[config.mk]
export PLATFORM = sky130hd
export DESIGN_NAME = writeback_buffer
export DESIGN_NICKNAME = d
export VERILOG_FILES = /design/src/rtl/writeback_buffer.sv
export SDC_FILE = /design/constraint.sdc
export NUM_CORES = 2
export LEC_CHECK = 0
export BUFFER_PORTS_ARGS = -buffer_cell sky130_fd_sc_hd__buf_2
export CAP_MARGIN = 20
export CORE_AREA = 3 3 428 430
export CTS_CLUSTER_DIAMETER = 150
export DETAILED_ROUTE_END_ITERATION = 6
export DIE_AREA = 0 0 431 433
export PLACE_DENSITY = 0.41
export REMOVE_ABC_BUFFERS = 1
export SLEW_MARGIN = 20
export SYNTH_ARGS = -nofsm -noshare
export SYNTH_HDL_FRONTEND = slang
export SYNTH_SLANG_ARGS = --single-unit
[constraint.sdc]
create_clock -name clk -period 42.2 [get_ports clk]
set_input_delay 4.22 -clock clk [delete_from_list [all_inputs] [get_ports clk]]
set_output_delay 4.22 -clock clk [all_outputs]
set_load 0.02 [all_outputs]
[src/rtl/writeback_buffer.sv]
// Write-back buffer between the dcache pmem port and the arbiter dcache port.
// Queues dirty evictions so read misses reach memory first, drains them in
//   the background and serves reads that hit a buffered line.
// Ports:
//   clk, reset_n                       clock, synchronous active-low reset
//   dc_address/read/write/wdata        dcache pmem request (held until dc_resp)
//   dc_rdata, dc_resp                  line returned to dcache, 1-cycle completion
//   mem_address/read/write/wdata       request to arbiter dcache port
//   mem_rdata, mem_resp                arbiter response
//   empty                              no buffered lines and no write in flight
module writeback_buffer #(
   parameter int DEPTH    = 2,
   parameter int ADDR_W   = 32,
   parameter int LINE_W   = 256,
   parameter int OFFSET_W = 5
) (
   input  logic              clk,
   input  logic              reset_n,
   input  logic [ADDR_W-1:0] dc_address,
   input  logic              dc_read,
   input  logic              dc_write,
   input  logic [LINE_W-1:0] dc_wdata,
   output logic [LINE_W-1:0] dc_rdata,
   output logic              dc_resp,
   output logic [ADDR_W-1:0] mem_address,
   output logic              mem_read,
   output logic              mem_write,
   output logic [LINE_W-1:0] mem_wdata,
   input  logic [LINE_W-1:0] mem_rdata,
   input  logic              mem_resp,
   output logic              empty
);

   localparam int TAG_W = ADDR_W - OFFSET_W;
   localparam int PTR_W = $clog2(DEPTH);
   localparam int CNT_W = PTR_W + 1;

   typedef enum logic [1:0] {
      IDLE,
      RD_MEM,
      WR_MEM,
      RESP
   } state_t;

   state_t state;

   logic [DEPTH-1:0]  valid;
   logic [TAG_W-1:0]  tags  [DEPTH];
   logic [LINE_W-1:0] lines [DEPTH];
   logic [PTR_W-1:0]  head;
   logic [PTR_W-1:0]  tail;
   logic [CNT_W-1:0]  count;

   logic [TAG_W-1:0]  req_tag;
   logic [PTR_W-1:0]  scan_idx;
   logic              hit;
   logic [PTR_W-1:0]  hit_idx;
   logic              full;

   assign req_tag = dc_address[ADDR_W-1:OFFSET_W];
   assign full    = (count == CNT_W'(DEPTH));

   // Scan oldest to youngest; the last match wins so the youngest copy
   // of a line is the one returned or overwritten.
   always_comb begin
      hit      = 1'b0;
      hit_idx  = '0;
      scan_idx = '0;
      for (int i = 0; i < DEPTH; i++) begin
         scan_idx = head + PTR_W'(i);
         if (CNT_W'(i) < count && valid[scan_idx] &&
             tags[scan_idx] == req_tag) begin
            hit     = 1'b1;
            hit_idx = scan_idx;
         end
      end
   end

   always_ff @(posedge clk) begin
      if (!reset_n) begin
         state       <= IDLE;
         valid       <= '0;
         head        <= '0;
         tail        <= '0;
         count       <= '0;
         dc_rdata    <= '0;
         dc_resp     <= 1'b0;
         mem_address <= '0;
         mem_read    <= 1'b0;
         mem_write   <= 1'b0;
         mem_wdata   <= '0;
         empty       <= 1'b1;
         for (int i = 0; i < DEPTH; i++) begin
            tags[i]  <= '0;
            lines[i] <= '0;
         end
      end else begin
         dc_resp <= 1'b0;
         unique case (state)
            IDLE: begin
               if (dc_read && hit) begin
                  dc_rdata <= lines[hit_idx];
                  dc_resp  <= 1'b1;
                  state    <= RESP;
               end else if (dc_read) begin
                  mem_address <= dc_address;
                  mem_read    <= 1'b1;
                  state       <= RD_MEM;
               end else if (dc_write && hit) begin
                  // Nothing is in flight while IDLE, so any match may coalesce.
                  lines[hit_idx] <= dc_wdata;
                  dc_resp        <= 1'b1;
                  state          <= RESP;
               end else if (dc_write && !full) begin
                  tags[tail]  <= req_tag;
                  lines[tail] <= dc_wdata;
                  valid[tail] <= 1'b1;
                  tail        <= tail + 1'b1;
                  count       <= count + 1'b1;
                  empty       <= 1'b0;
                  dc_resp     <= 1'b1;
                  state       <= RESP;
               end else if (count != '0) begin
                  // Also taken for a write stalled on a full buffer.
                  mem_address <= {tags[head], {OFFSET_W{1'b0}}};
                  mem_wdata   <= lines[head];
                  mem_write   <= 1'b1;
                  empty       <= 1'b0;
                  state       <= WR_MEM;
               end
            end
            RD_MEM: begin
               if (mem_resp) begin
                  dc_rdata <= mem_rdata;
                  mem_read <= 1'b0;
                  dc_resp  <= 1'b1;
                  state    <= RESP;
               end
            end
            WR_MEM: begin
               if (mem_resp) begin
                  valid[head] <= 1'b0;
                  head        <= head + 1'b1;
                  count       <= count - 1'b1;
                  mem_write   <= 1'b0;
                  empty       <= (count == CNT_W'(1));
                  state       <= IDLE;
               end
            end
            RESP: begin
               state <= IDLE;
            end
            default: begin
               state <= IDLE;
            end
         endcase
      end
   end

endmodule

==> results.md <==
- Status: completed
- Cell taking the most area after synthesis: edfxtp_1
- Number of CTS-inserted buffers: 141
- Cell Chain, Critical Path: buf_2 > xor2_1 > nand4_1 > or4_1 > o22ai_2 > o21ai_4 > nor4b_4 > nand2b_4 > buf_12 > buf_4
- Crit path to: lines[0][180]
- Reg2reg path depth: 11
- Slowest stage delay, CP: 0.86 ns
- Max Cap Viol: 0
- Synth area leaders: edfxtp_1, dfxtp_1, mux2i_1
- Post-synth EDFFs: 566
- DR iter-0 viols: 1,971
- Site row count: 156
- Critical path's slowest cell: buf_4
- Startpoint types: input pin
- Core area: between 150,000 and 200,000 um2
- Starting Density: 0.265
- Largest net degree at the start of global routing: ~170
- RSZ-0062 raised after global routing: no
- Layout cell share with drive strength beyond 1: 0.274
- Setup TNS Final: 0 ns
- Relative slew slack: 0.232
- Worst hold path class: register to register
- Critical path arrival: just over 9 ns
- Period utilization: 0.208
- Synthesized cell area: ~48,000 um2
- CTS Sinks: 1,123
- DP Area: 55,400 um2
- PortBufs: 1,096
- Worst path top cell family by delay: simple AND/OR/NAND/NOR gates
- Worst path buffer plus inverter count: 3
- H-Tree Level Count: 4
- Total GRT Usage: 0.206
- Worst Hold Slack: 0.452 ns
- Num ports: ~1,100
- Final hold violation count: 0
- Vias post-DR: 35,791
- Final min period: 8.79 ns
- Commonest non-fill, non-tap cells in the layout: buf_2, mux2i_1, and2_1, edfxtp_1, dfxtp_1
- Synthesized area per cell: 12.2 um2
- Final ANT Viol Nets: 0
- Routability cong.: ~0.83
- FF-to-FF Start: head
- Dpl hpwl: between 100,000 and 150,000 um
- Hold_buf cts: 0
- Insertion delay to the later sink of the worst-skew pair: 0.80 ns
- Top-area cell type share of the netlist area: 0.356
- Fin. max-slew vios: 0
- Critical Path Stages: 10
- Worst setup EP type: register
- Seq cells post-synth: 1,123
- Post-route cell area: around 60,000 um2
- Clock Path Buffers: 3
- Vias in the first global route: 36,309
- Final Setup Violations: 0
- Flop2flop setup slack: 35.41 ns
- Die area: 187,000 um2
- Distinct cells, synth: 46
- Avg WL per Cell: 27.0 um
- Grt total ovfl: 0
- Worst slew pin tran: between 1 and 1.5 ns
- Layout Skew: 0.0355 ns
- Post-cts resize count: 0
- FFs w/ async S/R, synth: 0
- Layout area overhead: 25.7%
- Crit Path Class: input pin to register
- Die Y: 433 um
- # DRC: 0
- Synth Flop Type: edfxtp_1
- Post-CTS Repair Setup Buffers: 0
- Post-Synthesis Cells: a little under 4,000
- Most common cell after layout, fill and taps aside: buf_2
- Global-route wire length before repair: between 200,000 and 300,000 um
- CTS Root Buffer Type: clkbuf_16
- CTS tree: done
- Critical Path RT: around 43 ns
- 1st-pass router iterations: 5
- PwrDens: 46.1 nW/um2
- Nets: 5,437
- Fillers: 18,297
- Leak Pwr: between 20 and 30 nW
- Crit path from: dc_address[13]
- Initial antenna violation count: 104
- Max frequency: roughly 0.11 GHz
- Clk slew on worst S/H paths: 0.06 ns
- Worst VDD drop: 0.0000261 V
- Ys Warns: 0
- Seq/Total Area, Yosys: 0.589
- Maximum net fanout on the critical path: 117
- Via density: 4.83
- Die width: 431 um
- Worst r2r dst: lines[0][180]
- Final wirelength: roughly 200,000 um
==> logic make-up (layout without fill, tap and decap cells) <==
| kind of cell | Yosys count | count (layout) | synth area share |
|---|---|---|---|
| xor gates and xnor gates | 57 | 57 | 0.0104 |
| buffers and inverters | 349 | 1419 | 0.0305 |
| AOI/OAI and AO/OA | 824 | 824 | 0.128 |
| and+or+nand+nor | 976 | 976 | 0.116 |
| DFF | 1123 | 1123 | 0.589 |
| adders and majority gates | 3 | 3 | 0.000785 |
| other | 0 | 30 | 0 |
| muxes | 601 | 601 | 0.126 |
==> tightest hold or removal path, delay by kind of cell (launching register included) <==
| kind | cells | cell delay (ns) |
|---|---|---|
| flops | 1 | 0.30 |
| mux | 1 | 0.05 |
| simple gates | 1 | 0.05 |
==> sequential cells by signal, summed over array words and instances, names as in the netlist, named ones only <==
register	cells
tags	54
valid	2
count	2
state	2
tail	1
mem_address	32
mem_read	1
empty	1
dc_rdata	256
head	1
dc_resp	1
lines	512
mem_wdata	256
mem_write	1
==> Yosys cell counts (27+ instances only) <==
master	instances
a22oi_1	256
and2_1	572
buf_1	27
buf_2	105
clkbuf_1	206
dfxtp_1	557
edfxtp_1	566
mux2i_1	600
nand2_1	96
nand3_1	266
o211a_1	258
o21ai_0	231
o21ai_1	59
xnor2_1	41
==> power by group <==
part	internal, mW	switching (mW)
registers	1.21	0.0402
clock network	0.695	0.496
logic	0.110	0.218
total	2.01	0.754
==> metal layers <==
layer / track usage / part of all wire / up-vias
met5: 0 / 0.0011 / -
li1: - / - / 16475
met4: 0.0744 / 0.037 / 34
met3: 0.0494 / 0.053 / 376
met2: 0.363 / 0.51 / 1003
met1: 0.242 / 0.40 / 17903
==> through the flow <==
stage	utilization	setup WS (ns)	cells	power, mW
floorplan	-	-7.25	3591	1.48
global placement	0.308	32.80	7110	1.61
detailed placement	0.308	32.79	7111	1.61
CTS	0.333	33.66	7372	2.81
global route	0.333	33.22	7388	2.88
finish	0.333	33.41	7403	2.77
==> worst min-delay path by stage <==
| stage | start | to | slack [ns] | cells after the start |
|---|---|---|---|---|
| 2_1_floorplan | valid[0] | valid[0] | 0.47 | 2 |
| 5_1_grt | mem_address[19] | mem_address[19] | 0.47 | 2 |
| 6_report | mem_address[31] | mem_address[31] | 0.45 | 2 |
| 4_1_cts | mem_address[31] | mem_address[31] | 0.46 | 2 |
| 3_3_place_gp | mem_address[29] | mem_address[29] | 0.44 | 2 |
| 3_5_place_dp | mem_address[31] | mem_address[31] | 0.45 | 2 |
==> final cells by class <==
class	count	area, um2	share of cell area
tap	2370	2970	0.0494
clock inverter	44	402	0.00669
antenna	30	75.1	0.00125
sequential	1123	28200	0.469
clock buffer	217	4130	0.0687
multi-input combinational	2461	18300	0.305
timing repair buffer	1151	6020	0.100
inverter	7	26.3	0.000437
No activity file was read; power rests on OpenSTA's default activity.
